--- src/rtl/booth_multiplier.sv ---
// Radix-2 Booth signed 32x32 multiplier, one add per cycle through cla_adder.
// Returns the low product word plus a flag when the product overflows 32 bits.
module cla_adder (
    input  logic [31:0] a,
    input  logic [31:0] b,
    input  logic        c_in,
    input  logic [31:0] p,
    input  logic [31:0] g,
    output logic [31:0] s
);
    logic [32:0] c;

    // 4-bit lookahead groups; group carries ripple between groups
    always_comb begin
        c    = '0;
        c[0] = c_in;
        for (int k = 0; k < 8; k++) begin
            c[4*k+1] = g[4*k] | (p[4*k] & c[4*k]);
            c[4*k+2] = g[4*k+1] | (p[4*k+1] & g[4*k])
                     | (p[4*k+1] & p[4*k] & c[4*k]);
            c[4*k+3] = g[4*k+2] | (p[4*k+2] & g[4*k+1])
                     | (p[4*k+2] & p[4*k+1] & g[4*k])
                     | (p[4*k+2] & p[4*k+1] & p[4*k] & c[4*k]);
            c[4*k+4] = g[4*k+3] | (p[4*k+3] & g[4*k+2])
                     | (p[4*k+3] & p[4*k+2] & g[4*k+1])
                     | (p[4*k+3] & p[4*k+2] & p[4*k+1] & g[4*k])
                     | (p[4*k+3] & p[4*k+2] & p[4*k+1] & p[4*k] & c[4*k]);
        end
    end

    assign s = p ^ c[31:0] ^ (a ^ b ^ p);
endmodule

module booth_multiplier #(
    parameter int WIDTH = 32
) (
    input  logic        clock,
    input  logic        reset,
    input  logic        ctrl_MULT,
    input  logic [31:0] data_operandA,
    input  logic [31:0] data_operandB,
    output logic [31:0] data_result,
    output logic        data_exception,
    output logic        data_resultRDY
);
    typedef enum logic [1:0] {IDLE, BUSY, DONE} state_t;

    state_t      state, state_next;
    logic [31:0] m;
    logic [64:0] prod;
    logic [4:0]  count;

    logic [31:0] op_a, op_b, sum;
    logic        c_in, ovf, sign;
    logic [64:0] prod_next;
    logic        last;

    always_comb begin
        op_a = prod[64:33];
        op_b = '0;
        c_in = 1'b0;
        unique case (prod[1:0])
            2'b01: op_b = m;
            2'b10: begin
                op_b = ~m;
                c_in = 1'b1;
            end
            default: op_b = '0;
        endcase
    end

    cla_adder u_add (
        .a    (op_a),
        .b    (op_b),
        .c_in (c_in),
        .p    (op_a ^ op_b),
        .g    (op_a & op_b),
        .s    (sum)
    );

    // Overflow-corrected sign keeps the shift exact even for M = 0x80000000
    assign ovf  = (op_a[31] == op_b[31]) && (sum[31] != op_a[31]);
    assign sign = sum[31] ^ ovf;
    assign prod_next = {sign, sum, prod[32:1]};
    assign last = (count == 5'd31);

    always_comb begin
        state_next = state;
        if (ctrl_MULT) begin
            state_next = BUSY;
        end else begin
            unique case (state)
                BUSY:    state_next = last ? DONE : BUSY;
                DONE:    state_next = IDLE;
                default: state_next = IDLE;
            endcase
        end
    end

    always_ff @(posedge clock or posedge reset) begin
        if (reset) begin
            state          <= IDLE;
            m              <= '0;
            prod           <= '0;
            count          <= '0;
            data_result    <= '0;
            data_exception <= 1'b0;
        end else begin
            state <= state_next;
            if (ctrl_MULT) begin
                m              <= data_operandA;
                prod           <= {32'd0, data_operandB, 1'b0};
                count          <= '0;
                data_result    <= '0;
                data_exception <= 1'b0;
            end else if (state == BUSY) begin
                prod  <= prod_next;
                count <= count + 5'd1;
                if (last) begin
                    data_result    <= prod_next[32:1];
                    data_exception <= prod_next[64:33] != {32{prod_next[32]}};
                end
            end
        end
    end

    assign data_resultRDY = (state == DONE);
endmodule
--- config.mk ---
export PLATFORM = sky130hd
export DESIGN_NAME = booth_multiplier
export DESIGN_NICKNAME = d
export VERILOG_FILES = /design/src/rtl/booth_multiplier.sv
export SDC_FILE = /design/constraint.sdc
export NUM_CORES = 1
export LEC_CHECK = 0
export ABC_AREA = 1
export BUFFER_PORTS_ARGS = -buffer_cell sky130_fd_sc_hd__buf_2
export CAP_MARGIN = 20
export CELL_PAD_IN_SITES_DETAIL_PLACEMENT = 1
export CELL_PAD_IN_SITES_GLOBAL_PLACEMENT = 1
export CORE_ASPECT_RATIO = 1.25
export CORE_MARGIN = 2
export CORE_UTILIZATION = 39
export CTS_BUF_LIST = sky130_fd_sc_hd__clkbuf_8 sky130_fd_sc_hd__clkbuf_16
export CTS_CLUSTER_SIZE = 24
export DETAILED_ROUTE_END_ITERATION = 10
export GPL_TIMING_DRIVEN = 0
export PLACE_DENSITY = 0.78
export SLEW_MARGIN = 20
export SYNTH_ARGS = -nofsm -noshare
export SYNTH_HDL_FRONTEND = slang
export SYNTH_SLANG_ARGS = --single-unit
--- constraint.sdc ---
create_clock -name clock -period 3.8 [get_ports clock]
set_input_delay 0.38 -clock clock [delete_from_list [all_inputs] [get_ports clock]]
set_output_delay 0.38 -clock clock [all_outputs]
set_load 0.1 [all_outputs]
==> results.txt, run 1 <==
Placed insts = 1,229
Yosys warning total = 0
Final min period = 3.979 ns
Number of synthesized register bits = 137
Fin crit share = 1.047
Yosys cell types = 36
M1 wire length = 9159 microns
Routed vias = 6,904
Filler Cell Count = 2,230
Largest net degree at the start of global routing = 34
Nets = 1,157
Maxcap violations = 0
Standard-cell row count = 56
Leakage = 4.823 nW
Port buffer count = 99
Die ar. = 19,890 sq um
Die height = 157.2 microns
Commonest non-fill, non-tap cell in the layout = nand2_1
ANT nets after route = 0
Ports = 101
Final design utilization = 0.5063
Met3 WL = 1230 microns
CP Data Required Time = 4.12 ns
Clk buf depth = 2
Cells after synthesis = 894
CP Class = flip-flop to flip-flop
Worst-Margin Slew = 0.7591 ns
Final setup vio count = 1
Met2 WL = 12,430 microns
CP endpoint kind = flip-flop
Post-route cell area = 9400 sq um
Crit path launch type = flip-flop
Final Slew Violations = 0
First-pass GRT wire length = 37,470 microns
Final WS setup = -0.1788 ns
Netlist Area Pre-Place = 7321 sq um
Syn_area_per_cell = 8.189 sq um
H-tree levels = 4
Area Growth Syn to Fin = 28.41%
Post-synth ARST share = 1.000
Placed instance area = 8190 sq um
Cts bufs inserted = 17
Die extent in x = 126.5 microns
Number of flops mapped to enable cells by yosys = 0
RD Place Congestion = 0.8375
Status = finished, violations left
Tot GR Track Use = 0.2379
Remaining Overflow, GRT = 0
CTS tree = done
Initial antenna violation count = 1
Final hold vios = 0
Clock transition at the registers of the reported paths = 0.06 ns
Per-cell routed wire length = 18.35 microns
Failing checks = negative setup slack
Placed wire-length estimate = 16,020 microns
CP max FO = 6
Worst vdd ir = 0.3412 mV
TNS Setup = -0.1788 ns
Worst slew margin = 0.4921
Final cell count without fillers = 1,295
Pwr per Cell Area = 565.7 nW/um^2
RSZ-0062 raised after global routing = true
TritonRoute pass-1 iters = 4
Sequential area share after synthesis = 0.4683
CTS root buf = clkbuf_16
Worst clock skew = 0.006610 ns
Main synth FF type = dfrtp_1
Initial DRC Count = 252
Uppermost layer routed = met4
Share of cells above drive strength 1 = 0.2335
Core ar. = 18,570 sq um
Clock sinks = 137
Vias/cell = 5.331
Initial Util = 0.3943
WL final = 23,760 microns
WP data arrival = 4.30 ns
Vias in the first global route = 7,477
Mapped Nets = 1,002
Clock Latency Late Sink = 0.43 ns
HP Class = input port to flip-flop
Most frequent cells in the layout = 289 x nand2_1, 137 x dfrtp_1, 99 x buf_2
Highest clock rate = 251.3 MHz
DRC viols = 0
==> cells in the mapped netlist (all sizes together), types with 7 or more instances <==
| cell | count | share of area |
|---|---|---|
| nand2 | 311 | 0.17 |
| dfrtp | 137 | 0.47 |
| o21ai | 96 | 0.066 |
| inv | 79 | 0.041 |
| nor2 | 42 | 0.022 |
| nand3 | 40 | 0.027 |
| clkbuf | 35 | 0.018 |
| ha | 33 | 0.056 |
| a21oi | 23 | 0.016 |
| o221ai | 22 | 0.026 |
| o22ai | 9 | 0.0077 |
| a32o | 8 | 0.011 |
| fa | 8 | 0.022 |
| or2 | 7 | 0.0060 |
| xnor2 | 7 | 0.0084 |
==> registers in the layout (all words and copies together), names as in the netlist <==
| register | flops |
|---|---|
| prod | 65 |
| m | 32 |
| state | 2 |
| data_result | 32 |
| count | 5 |
| data_exception | 1 |
==> metal layers <==
metal	track usage	vias to the layer above
met5	0	-
met4	0.1052	0
met3	0.06118	64
met2	0.4281	171
met1	0.2642	3413
li1	-	3256
==> cell families (layout without fill, tap and decap cells) <==
family,count (synthesis),after routing,synth area share
fa+ha+maj,41,41,0.07828
xor+xnor,10,10,0.01196
compound gates,171,171,0.1403
other cells,0,1,0
buf+inv,120,288,0.06153
simple gates,415,415,0.2396
flops,137,137,0.4683
==> cell type report <==
type	instances	area, sq um	share of cell area
multi-input cells	637	3705	0.3941
clock inverters	13	153.9	0.01637
well taps	232	290.3	0.03088
plain buffers	38	185.2	0.01970
repair buffers	137	869.6	0.09251
clock buffers	19	452.9	0.04818
diodes	1	2.502	0.0002662
flip-flops and latches	137	3428	0.3647
inverters	81	312.8	0.03328
==> final timing paths <==
path                                       from                          to  slack, ns  depth (start not counted)
setup / recovery            prod[1]$_DFFE_PP0P_  data_exception$_DFFE_PP0P_      -0.18                         27
hold / removal                data_operandA[12]           m[12]$_DFFE_PP0P_       0.15                          3
setup reg to reg            prod[1]$_DFFE_PP0P_  data_exception$_DFFE_PP0P_      -0.18                         27
hold reg to reg            count[3]$_DFFE_PP0P_        count[3]$_DFFE_PP0P_       0.47                          1
max in group asynchronous                 reset         prod[9]$_DFFE_PP0P_       2.51                          5
min in group asynchronous                 reset        prod[24]$_DFFE_PP0P_       0.53                          3
==> power by group <==
group / switching (mW) / total, mW / internal [mW] / leakage [nW]
Combinational: 1.08 / 1.80 / 0.715 / 2.77
Sequential: 0.145 / 1.78 / 1.63 / 1.76
Clock: 0.719 / 1.74 / 1.02 / 0.298
Total: 1.95 / 5.32 / 3.37 / 4.82
==> what timing repair did <==
action,in CTS,in global routing
hold buffers,1,0
endpoints found under the hold margin,18,0
pin swaps,17,46
resized for setup,29,72
setup endpoints to repair,7,2
buffers inserted,10,22
gates cloned,1,1
==> worst max-delay path: stages, from the launching register on <==
cell	delay, ns
dfrtp_1	0.41
inv_2	0.09
nor2_4	0.17
inv_4	0.07
buf_12	0.14
buf_6	0.14
o21ai_4	0.17
ha_4	0.24
nand2_1	0.08
nand3_2	0.11
nand3_2	0.10
nand2_2	0.07
buf_4	0.15
fa_2	0.41
xnor2_2	0.25
nand2_1	0.09
nand2_1	0.11
o21ai_2	0.06
inv_1	0.07
nand3_2	0.08
nor2_2	0.15
nand3_1	0.13
nor2_1	0.11
nand3_1	0.10
nor2_1	0.11
nand3_1	0.09
nand2_1	0.10
nand2_1	0.06
==> metrics by stage <==
stage / power, mW / worst slack, ns / hold slack, ns
finish: 5.317 / -0.1788 / 0.1482
global route: 5.616 / -0.3138 / 0.1596
CTS: 5.068 / -0.2092 / 0.1428
detailed placement: 3.223 / -0.8091 / 0.4350
global placement: 3.161 / -0.6803 / 0.4513
floorplan: 2.812 / 0.1585 / 0.4337
No activity file was read; power rests on OpenSTA's default activity.
==> run 2: changes to the inputs <==
- CELL_PAD_IN_SITES_GLOBAL_PLACEMENT: 1 -> 2
- CORE_MARGIN: 2 -> default
- CORE_UTILIZATION: 39 -> 31
- TNS_END_PERCENT: default -> 20
==> run 2 against run 1 <==
Against the previous run: the run still ends with negative setup slack left; largest power group is now sequential cells; sequential power about the same; routed wire length decreased by 8.1%; die area increased by 22%; flip-flop and latch count unchanged; count of clock-buffer cells in the layout decreased by 1; critical endpoint unchanged; total power decreased by 2.6%; register-to-register slack improved by 0.18 ns; global-route usage decreased by 4.2 points; sequential share of layout area increased by 0.44 points; clock skew increased by 0.0030 ns; clock power about the same.
==> results.txt, run 2 (synthesis results as in run 1) <==
Worst-Margin Slew = 0.7706 ns (+0.01150 ns)
First-pass GRT wire length = 37,150 microns (-0.85%)
CP Class = flip-flop to flip-flop
Largest regs = prod: 65 flops, data_result: 32 flops, m: 32 flops
Placed wire-length estimate = 16,460 microns (+2.7%)
Register area = 3428 sq um (unchanged)
Crit path launch type = flip-flop
Critical Path Slowest Stage Cell = fa_2
Most frequent cells in the layout = 290 x nand2_1, 137 x dfrtp_1, 99 x buf_2
Share of cells above drive strength 1 = 0.2224 (-0.01109)
Area Growth Syn to Fin = 26.88%
CTS root buf = clkbuf_16
Initial Util = 0.3177 (-0.07652)
Die extent in x = 139.5 microns (+10%)
Worst clock skew = 0.009599 ns (+0.002988 ns)
Nets = 1,147 (-0.86%)
Filler Cell Count = 2,756 (+24%)
Crit path top cell by count = nand2_4
Ports = 101 (unchanged)
Highest clock rate = 263.0 MHz (+4.7%)
Clock Latency Late Sink = 0.42 ns (about the same)
RSZ-0062 raised after global routing = true
RD Place Congestion = 0.7876 (-6.0%)
WL final = 21,830 microns (-8.1%)
Worst slew margin = 0.4844 (-0.007696)
Vias/cell = 4.870 (-8.6%)
Final setup vio count = 1 (unchanged)
Post-place setup slack = -0.8759 ns (-0.06678 ns)
Max stage delay on crit path = 0.56 ns (+0.15 ns)
Final Slew Violations = 0 (unchanged)
Core ar. = 23,040 sq um (+24%)
N_diodes = 0 (-1)
Largest net degree at the start of global routing = 31 (-8.8%)
Pwr per Cell Area = 557.6 nW/um^2 (-1.4%)
Port buffer count = 99 (unchanged)
Standard-cell row count = 62 (+11%)
Clk buf depth = 2 (unchanged)
Fin crit share = 1.000 (-0.04659)
Final min period = 3.802 ns (-0.1770 ns)
Leakage = 4.739 nW (-1.7%)
Maxcap violations = 0 (unchanged)
Final WS setup = -0.001712 ns (+0.1770 ns)
Remaining Overflow, GRT = 0 (unchanged)
Largest Register = prod
Initial antenna violation count = 0 (-1)
Clock sinks = 137 (unchanged)
CP endpoint kind = flip-flop
CP max FO = 8 (+2)
Clock transition at the registers of the reported paths = 0.07 ns (about the same)
CTS tree = done
Failing checks = negative setup slack
Die height = 173.8 microns (+11%)
Cts bufs inserted = 17 (unchanged)
Final hold vios = 0 (unchanged)
Number of flip-flops in the largest register = 65 (unchanged)
Multi-input logic area = 3638 sq um (-1.8%)
WP data arrival = 4.12 ns (-0.18 ns)
Tot GR Track Use = 0.1957 (-0.04224)
HP Class = input port to asynchronous set/reset pin
Per-cell routed wire length = 16.29 microns (-11%)
Routed vias = 6,526 (-5.5%)
Die ar. = 24,240 sq um (+22%)
Vias in the first global route = 7,141 (-4.5%)
CP Data Required Time = 4.12 ns (about the same)
TNS Setup = -0.001712 ns (+0.1770 ns)
H-tree levels = 4 (unchanged)
Commonest non-fill, non-tap cell in the layout = nand2_1
Initial DRC Count = 212 (-16%)
ANT nets after route = 0 (unchanged)
Status = finished, violations left
TritonRoute pass-1 iters = 4 (unchanged)
CTS hold repair buffers = 0 (-1)
Worst vdd ir = 0.3387 mV (-0.71%)
DRC viols = 0 (unchanged)
## run 2: cell count changes in the layout (fill, tap and decap cells not counted), sizes merged
cell and change:
clkinvlp -1, inv -1, buf -8, clkinv +3
dlygate4sd3 -1, clkbuf -2, diode -1
## run 2: what timing repair did
item                                    4_1_cts  5_1_grt
buffers inserted                             14       10
endpoints found under the setup margin        6        1
pin swaps                                    25       33
resized for setup                            42       37
## run 2: worst max-delay path: cells and delay by family, from the launching register on
kind | cells | cell delay [ns]
and+or+nand+nor | 22 | 1.87
buffers and inverters | 4 | 0.39
AOI/OAI and AO/OA | 2 | 0.15
adders and majority gates | 2 | 0.85
DFF | 1 | 0.42
## run 2: through the flow
| stage | hold WS [ns] | cell area (sq um) | std cells | utilization | total power [mW] |
|---|---|---|---|---|---|
| 5_1_grt | 0.08983 | 9289 | 1340 | 0.4032 | 5.542 |
| 3_3_place_gp | 0.4532 | 8180 | 1281 | 0.3551 | 3.196 |
| 3_5_place_dp | 0.4638 | 8260 | 1285 | 0.3585 | 3.241 |
| 2_1_floorplan | 0.4337 | 7325 | 894 | - | 2.812 |
| 6_report | 0.05635 | 9289 | 1340 | 0.4032 | 5.179 |
| 4_1_cts | 0.06316 | 9097 | 1331 | 0.3949 | 5.129 |
## run 2: power by group
group	leakage [nW]	internal, mW	switching (mW)	total (mW)
Clock	0.304	1.02	0.737	1.75
Sequential	1.76	1.63	0.129	1.76
Combinational	2.68	0.670	0.996	1.67
Total	4.74	3.32	1.86	5.18
## run 2: routing by layer
metal,wire length (microns),share of wire,vias to the layer above,GRT usage
li1,-,-,3220,-
met5,0,0,-,0
met3,1057,0.048,21,0.04586
met4,360,0.016,0,0.05463
met1,9052,0.41,3176,0.2285
met2,11360,0.52,109,0.3543
## run 2: path summary, 6_finish.rpt
check	endpoint	slack, ns	depth (start not counted)	from
max in group asynchronous	prod[54]$_DFFE_PP0P_	2.94	4	reset
max	data_exception$_DFFE_PP0P_	-0.002	30	prod[1]$_DFFE_PP0P_
min	prod[6]$_DFFE_PP0P_	0.06	2	reset
min in group clock	m[20]$_DFFE_PP0P_	0.16	3	data_operandA[20]
min reg2reg	data_result[22]$_DFFE_PP0P_	0.48	2	data_result[22]$_DFFE_PP0P_
max reg2reg	data_exception$_DFFE_PP0P_	-0.002	30	prod[1]$_DFFE_PP0P_
## run 2: area by class of cell
class,instances,share of cell area
Tap cell,288,0.03879
Inverter,81,0.03327
Clock buffer,18,0.04728
Sequential cell,137,0.3691
Buffer,38,0.01886
Clock inverter,14,0.01886
Multi-Input combinational cell,637,0.3917
Timing Repair Buffer,127,0.08217
